`config.mk`:
```
export PLATFORM = sky130hd
export DESIGN_NAME = cla5_arbiter
export DESIGN_NICKNAME = d
export VERILOG_FILES = /design/src/rtl/cla5_arbiter.sv
export SDC_FILE = /design/constraint.sdc
export NUM_CORES = 1
export LEC_CHECK = 0
export ABC_CLOCK_PERIOD_IN_PS = 2450
export CORE_MARGIN = 10
export CORE_UTILIZATION = 42
export CTS_CLUSTER_DIAMETER = 150
export DETAILED_ROUTE_END_ITERATION = 8
export PLACE_DENSITY = 0.84
export SLEW_MARGIN = 25
export SYNTH_ARGS = -nofsm -noshare
export SYNTH_HDL_FRONTEND = slang
export SYNTH_SLANG_ARGS = --single-unit
```
`constraint.sdc`:
```
create_clock -name clk -period 2.45 [get_ports clk]
set_clock_uncertainty 0.2 [all_clocks]
set_input_delay 0.245 -clock clk [delete_from_list [all_inputs] [get_ports clk]]
set_output_delay 0.245 -clock clk [all_outputs]
set_load 0.03 [all_outputs]
```
`src/rtl/cla5_arbiter.sv`:
```
// ---------------------------------------------------------------------------
// cla5_arbiter
//
// Round-robin arbiter sharing one external, purely combinational 5-bit
// carry-look-ahead adder (cla_5) between two requesters.  Each requester
// offers an operand pair over a valid/ready handshake.  The granted pair is
// steered onto the adder.  The 6-bit result is captured into that
// requester's one-entry response slot.  The requester drains the slot over
// its own valid/ready handshake.
//
// Ports
//   clk                      rising-edge clock
//   rst                      synchronous active-high reset
//   req_valid0/1             requester has an operand pair
//   req_ready0/1             grant: pair accepted this cycle (combinational)
//   req_a0/b0, req_a1/b1     5-bit operands
//   rsp_valid0/1             response slot holds a sum
//   rsp_ready0/1             requester takes the sum
//   rsp_sum0/1               registered 6-bit sum (bit 5 = carry-out)
//   add_a, add_b             operands driven to the shared cla_5
//   add_sum                  combinational sum returned by cla_5
//   gnt_cnt0/1               wrapping grant counters, CNT_W bits each
// ---------------------------------------------------------------------------
module cla5_arbiter #(
    parameter int CNT_W = 8
) (
    input  logic             clk,
    input  logic             rst,

    input  logic             req_valid0,
    output logic             req_ready0,
    input  logic [4:0]       req_a0,
    input  logic [4:0]       req_b0,

    input  logic             req_valid1,
    output logic             req_ready1,
    input  logic [4:0]       req_a1,
    input  logic [4:0]       req_b1,

    output logic             rsp_valid0,
    input  logic             rsp_ready0,
    output logic [5:0]       rsp_sum0,

    output logic             rsp_valid1,
    input  logic             rsp_ready1,
    output logic [5:0]       rsp_sum1,

    output logic [4:0]       add_a,
    output logic [4:0]       add_b,
    input  logic [5:0]       add_sum,

    output logic [CNT_W-1:0] gnt_cnt0,
    output logic [CNT_W-1:0] gnt_cnt1
);

    // last = index of the requester granted most recently.  The reset value
    // of 1 lets requester 0 win the first contested cycle.
    logic last;

    logic elig0, elig1;
    logic gnt0, gnt1;

    // A requester may be granted only if its slot is empty or is being
    // drained this same cycle.  Draining and refilling in one cycle is what
    // sustains one add per cycle for a single requester.
    assign elig0 = req_valid0 & (~rsp_valid0 | rsp_ready0);
    assign elig1 = req_valid1 & (~rsp_valid1 | rsp_ready1);

    // On contention, the requester that was not served last wins.  Grants are
    // masked during reset, so nothing is accepted while rst is high.
    always_comb begin
        gnt0 = 1'b0;
        gnt1 = 1'b0;
        if (!rst) begin
            if (elig0 && elig1) begin
                gnt0 = last;
                gnt1 = ~last;
            end else begin
                gnt0 = elig0;
                gnt1 = elig1;
            end
        end
    end

    assign req_ready0 = gnt0;
    assign req_ready1 = gnt1;

    // Drive the adder inputs to zero when there is no grant.  Idle cycles
    // then leave the adder inputs quiet.
    always_comb begin
        add_a = 5'd0;
        add_b = 5'd0;
        if (gnt0) begin
            add_a = req_a0;
            add_b = req_b0;
        end else if (gnt1) begin
            add_a = req_a1;
            add_b = req_b1;
        end
    end

    // Arbitration history
    always_ff @(posedge clk) begin
        if (rst) begin
            last <= 1'b1;
        end else if (gnt0) begin
            last <= 1'b0;
        end else if (gnt1) begin
            last <= 1'b1;
        end
    end

    // Requester 0 response slot and counter.
    // A new grant takes priority over a drain, so a slot that is drained and
    // refilled in the same cycle stays valid with the fresh sum.
    always_ff @(posedge clk) begin
        if (rst) begin
            rsp_valid0 <= 1'b0;
            rsp_sum0   <= 6'd0;
            gnt_cnt0   <= '0;
        end else if (gnt0) begin
            rsp_valid0 <= 1'b1;
            rsp_sum0   <= add_sum;
            gnt_cnt0   <= gnt_cnt0 + CNT_W'(1);
        end else if (rsp_ready0) begin
            rsp_valid0 <= 1'b0;
        end
    end

    // Requester 1 response slot and counter (same policy as slot 0)
    always_ff @(posedge clk) begin
        if (rst) begin
            rsp_valid1 <= 1'b0;
            rsp_sum1   <= 6'd0;
            gnt_cnt1   <= '0;
        end else if (gnt1) begin
            rsp_valid1 <= 1'b1;
            rsp_sum1   <= add_sum;
            gnt_cnt1   <= gnt_cnt1 + CNT_W'(1);
        end else if (rsp_ready1) begin
            rsp_valid1 <= 1'b0;
        end
    end

endmodule

```
==> results.txt, run 1 <==
Status = complete, no violations
Synth Warn # = 0
Synth cell types = 34
WP data required = 2.01 ns
Final min period = 2.29 ns
Synth Instances = 159
Reg area = 621 um2
P_int = 0.837 mW
Sw Pwr = 0.353 mW
Critical Path Start Type = input pin
Max cap viols = 0
Synth top area cells = dfxtp_1 43%, mux2i_1 6.3%, a22o_1 6.1%
Rows = 21
Die Width = 78.4 um
RSZ-0062 raised after global routing = no
Final setup viols = 0
Max VDD drop = 0.426 mV
H-tree Lvls = 2
Clock latency on the worst-skew pair = 0.33 ns
Most common cell after layout, fill and taps aside = clkdlybuf4s50_1
Sw Ratio = 29.7%
I/O pins = 74
Cell area after synthesis = 1430 um2
Post-CTS setup buffers = 0
Area of the multi-input gates = 754 um2
Register area share after synthesis = 43.3%
Starting Density = 43.3%
M2 GR Usage = 20.2%
First-pass GRT wire length = 7460 um
Synth area leader = dfxtp_1
Clk buf depth = 2
Final setup TNS = 0 ns
Critical-path cell list = clkdlybuf4s50_1 > and2b_1 > o211ai_2 > nor2_1 > clkdlybuf4s50_1
Die Area = 6150 um2
GPL Wtd Cong = 0.788
DR iter-0 viols = 60
Synth Register Bits = 31
Core area = 3310 um2
Worst hold margin = 0.288 ns
HP Start = gnt_cnt1[7]
Fin crit share = 93.6%
CTS root buffer = clkbuf_4
Detailed-route DRC error count = 0
Top Usage Layer GRT = met2
Antenna viol nets, final = 0
Fin. Hold Viols = 0
Num CTS Buffers = 5
Clk network pwr share = 28.8%
# diodes = 0
Worst slew pin tran = 0.354 ns
Met1 GRT Util = 19.4%
Crit path from = rsp_ready0
Syn_area_per_cell = 9.02 um2
Crit path buf inv count = 2
Worst Path Arrival = 1.85 ns
Placed Cells = 275
Register clock-pin slew on the reported worst setup and hold paths = 0.09 ns
Final WL = 4420 um
HPWL after detailed placement = 3380 um
Number of I/O port buffers = 73
Post-synth top area share = 43.3%
Crit end category = primary output
CP Depth = 5
Seq pwr share = 45.9%
Post-CTS Resized = 0
TritonCTS clock tree = built
Final Non-Filler Cells = 283
Final net count = 270
Crit-path max cell delay = 0.71 ns
Critical R2R Launch = rsp_valid0
Crit path kind = input pin to primary output
Share of layout cells above drive strength 1 = 12.2%
Fmax = 0.436 GHz
Pin count of the biggest net entering global routing = 22
Slowest CP cell = clkdlybuf4s50_1
Combinational share of power = 25.4%
Die Ht = 78.4 um
Worst path most repeated cell = clkdlybuf4s50_1
Max-slew violation count = 0
GRT Util Overall = 14.8%
Vias/cell = 5.38
Clock Sinks = 31
Syn nets = 193
HP Class = flip-flop to flip-flop
WL/cell = 15.6 um
Initial antenna violation count = 0
FILL cells = 287
Worst Path Max Fanout = 2
GRT Residual Overflow = 0
Top delay family on crit path = buffers and inverters
Worst Reg-to-Reg Cells = 5
Routed vias = 1,523
Hold Path Cell Cnt = 2
TritonRoute pass-1 iters = 4
PwrDens = 526 nW/um2
Met3 Use GR = 9.00%
Hold buffer count at cts = 0
Vias in the first global route = 1,472
Leak = 0.930 nW
Relative slew slack = 76.3%
Most frequent cells in the layout = 62 x clkdlybuf4s50_1, 31 x dfxtp_1, 18 x buf_4
P&R area growth vs syn = 57.9%
==> area by class of cell <==
cell class / count / share of cell area, %
Timing Repair Buffer: 80 / 33.4
Tap cell: 46 / 2.54
Inverter: 2 / 0.331
Clock buffer: 8 / 3.04
Sequential cell: 31 / 27.4
Multi-Input combinational cell: 116 / 33.3
==> final timing paths <==
check                 to  slack [ns]
max           req_ready1        0.16
max reg2reg  gnt_cnt1[7]        0.69
min          gnt_cnt1[7]        0.29
min reg2reg  gnt_cnt1[7]        0.29
==> cells by family (layout without fill, tap and decap cells) <==
kind of cell             Yosys count  after routing  synth area share, %
AND/OR/NAND/NOR                   61             61                 22.4
XOR/XNOR                           1              1                0.611
AO/OA/AOI/OAI                     42             42                 20.8
multiplexers                      10             10                 7.07
flip-flops                        31             31                 43.3
buffers and inverters             12             90                 4.10
adder cells (fa/ha/maj)            2              2                 1.74
==> routing by layer <==
layer | part of all wire (%) | up-vias
met3 | 12 | 3
li1 | - | 749
met1 | 46 | 698
met2 | 41 | 73
met4 | 0.77 | 0
met5 | 0 | -
==> synth_stat cells, drive strengths merged <==
cell type,count
dfxtp,31
nand2,15
nor2,11
a21oi,10
a22o,10
nand3,10
mux2i,9
o211ai,7
clkbuf,6
o21ai,6
nand4,5
or3,5
buf,4
or4,4
o311ai,3
o31ai,3
and2,2
and3,2
ha,2
inv,2
nand2b,2
o41ai,2
and2b,1
and3b,1
mux2,1
nand3b,1
nor2b,1
o22ai,1
or2,1
xor2,1
==> power by group through the flow <==
stage / combinational, mW / sequential (mW) / clock (mW)
4_1_cts: 0.305 / 0.546 / 0.352
5_1_grt: 0.326 / 0.550 / 0.376
6_report: 0.302 / 0.546 / 0.343
3_3_place_gp: 0.300 / 0.557 / 0
2_1_floorplan: 0.117 / 0.599 / 0
3_5_place_dp: 0.303 / 0.558 / 0
==> worst min-delay path, stage by stage (launching register included) <==
cell     delay (ns)
dfxtp_1        0.33
o31ai_1        0.06
a21oi_1        0.06
==> flip-flops by register name, summed over array words and instances, names as in the netlist <==
register and cells:
rsp_sum1 6, gnt_cnt1 8, rsp_sum0 6, gnt_cnt0 8, last 1, rsp_valid1 1, rsp_valid0 1
==> per-stage QoR <==
stage	instance area, um2	utilization (%)	setup WS [ns]	power (mW)
after floorplan	1430	-	0.199	0.716
after global placement	2200	66.3	0.210	0.857
after detailed placement	2200	66.3	0.157	0.861
after CTS	2260	68.4	0.147	1.20
after global routing	2260	68.4	0.0186	1.25
final	2260	68.4	0.156	1.19
Note: power is estimated with default switching activity, not from simulation.
==> run 2, diff against run 1 <==
--- a/config.mk
+++ b/config.mk
@@ -6,11 +6,13 @@
 export NUM_CORES = 1
 export LEC_CHECK = 0
 export ABC_CLOCK_PERIOD_IN_PS = 2450
+export CORE_ASPECT_RATIO = 0.6
 export CORE_MARGIN = 10
 export CORE_UTILIZATION = 42
 export CTS_CLUSTER_DIAMETER = 150
 export DETAILED_ROUTE_END_ITERATION = 8
 export PLACE_DENSITY = 0.84
+export SETUP_SLACK_MARGIN = 0.4
 export SLEW_MARGIN = 25
 export SYNTH_ARGS = -nofsm -noshare
 export SYNTH_HDL_FRONTEND = slang
==> results.txt, run 2 (synthesis results as in run 1) <==
Status = complete, no violations
H-tree Lvls = 2 (unchanged)
Starting Density = 43.9% (+0.63 points)
Clk buf depth = 2 (unchanged)
HP Class = input pin to flip-flop
I/O pins = 74 (unchanged)
Routed vias = 1,594 (+4.7%)
Fin. Hold Viols = 0 (unchanged)
Die Width = 95.4 um (+22%)
Final net count = 275 (+1.9%)
# diodes = 0 (unchanged)
Fmax = 0.489 GHz (+12%)
Fin crit share = 83.5% (-10 points)
Met2 WL = 2440 um (+34%)
Crit end category = primary output
Worst slew pin tran = 0.379 ns (+0.0247 ns)
Post-route cell area = 2460 um2 (+8.7%)
Initial antenna violation count = 0 (unchanged)
Vias in the first global route = 1,451 (-1.4%)
Regs by FF count = gnt_cnt0: 8 flops, gnt_cnt1: 8 flops
HPWL after detailed placement = 3750 um (+11%)
CTS root buffer = clkbuf_8
RSZ-0062 raised after global routing = yes
Vias/cell = 5.55 (+3.2%)
Max-slew violation count = 0 (unchanged)
Worst Path Max Fanout = 5 (+3)
Met3 wire len = 510 um (-1.2%)
WP data required = 2.01 ns (about the same)
Number of I/O port buffers = 73 (unchanged)
Max cap viols = 0 (unchanged)
Max layer used = met4
Share of layout cells above drive strength 1 = 20.2% (+8.0 points)
Pwr Total = 1.28 mW (+7.3%)
DR iter-0 viols = 133 (+120%)
Final min period = 2.05 ns (-0.248 ns)
Num CTS Buffers = 5 (unchanged)
Most common cell after layout, fill and taps aside = clkdlybuf4s50_1
GPL Wtd Cong = 0.825 (+4.7%)
Crit path kind = flip-flop to primary output
TritonCTS clock tree = built
Rows = 16 (-24%)
Met1 wire length = 2440 um (+18%)
Die Ht = 65.3 um (-17%)
Relative slew slack = 74.4% (-1.9 points)
Worst Path Arrival = 1.60 ns (-0.25 ns)
PwrDens = 519 nW/um2 (-1.3%)
WL/cell = 18.8 um (+20%)
Clock latency on the worst-skew pair = 0.28 ns (-0.05 ns)
Most frequent cells in the layout = 56 x clkdlybuf4s50_1, 28 x dfxtp_1, 15 x nand2_1
Register clock-pin slew on the reported worst setup and hold paths = 0.06 ns (-0.03 ns)
Critical Path Start Type = flip-flop
P&R area growth vs syn = 71.6%
TritonRoute pass-1 iters = 5 (+1)
Max VDD drop = 0.368 mV (-14%)
Core area = 3260 um2 (-1.4%)
Crit path from = rsp_valid0
GRT Util Overall = 15.9% (+1.1 points)
Pin count of the biggest net entering global routing = 22 (unchanged)
Final setup TNS = 0 ns (unchanged)
Final WL = 5390 um (+22%)
HP Start = rst
Leak = 1.03 nW (+11%)
Clock Sinks = 31 (unchanged)
Detailed-route DRC error count = 0 (unchanged)
GRT Residual Overflow = 0 (unchanged)
Cell Area, Placed = 2210 um2 (+0.51%)
Antenna viol nets, final = 0 (unchanged)
Final setup viols = 0 (unchanged)
Die Area = 6230 um2 (+1.2%)
Critical R2R Launch = rsp_valid0
First-pass GRT wire length = 7890 um (+5.8%)
[run 2: changes by cell type in the layout (fill, tap and decap cells not counted), sizes merged]
| cell | before | now |
|---|---|---|
| dlygate4sd2 | 0 | 6 |
| clkbuf | 8 | 7 |
| clkdlybuf4s50 | 62 | 56 |
| clkinv | 0 | 1 |
| buf | 18 | 23 |
[run 2: through the flow]
stage	setup slack (ns)	instances	utilization [%]	hold WS (ns)
finish	0.404	287	75.4	0.227
global route	0.351	287	75.4	0.259
CTS	0.427	287	74.2	0.220
detailed placement	0.183	274	67.6	0.272
global placement	0.201	274	67.6	0.272
floorplan	0.466	159	-	0.168
[run 2: path summary, 6_finish.rpt]
kind	to	depth (start not counted)	slack, ns
worst max-delay path	add_b[2]	6	0.40
worst min-delay path	rsp_valid1	2	0.23
worst max register to register	gnt_cnt1[6]	5	0.60
worst min register to register	gnt_cnt0[3]	1	0.28
[run 2: final cells by class]
cell class / count / area [um2]
clock buffers: 7 / 76.3
inverters: 2 / 7.51
well taps: 45 / 56.3
fillers: 247 / 802
multi-input cells: 116 / 851
repair buffers: 85 / 838
flip-flops and latches: 31 / 627
clock inverters: 1 / 5.00
[run 2: repair_timing]
item / in CTS / in global routing
endpoints found under the hold margin: 0 / 0
setup buffers: 3 / 0
hold buffers: 0 / 0
cloned: 2 / 0
pin swaps: 8 / 2
endpoints found under the setup margin: 12 / 10
resized for setup: 31 / 10
[run 2: report_power, final]
| part | internal, mW | switching, mW |
|---|---|---|
| Sequential | 0.529 | 0.0220 |
| Combinational | 0.165 | 0.180 |
| Clock | 0.199 | 0.182 |
[run 2: worst max-delay path, cell delays in order (launching register included)]
cell and delay, ns:
dfxtp_4 0.36, and2b_1 0.18, o211ai_2 0.20, nor2_2 0.08, buf_6 0.15, a22o_4 0.22
buf_6 0.14
[run 2: per-layer routing]
metal	track usage (%)	vias up
met4	3.48	0
met2	23.5	66
met3	7.14	2
met1	20.8	764
met5	0	-
li1	-	762
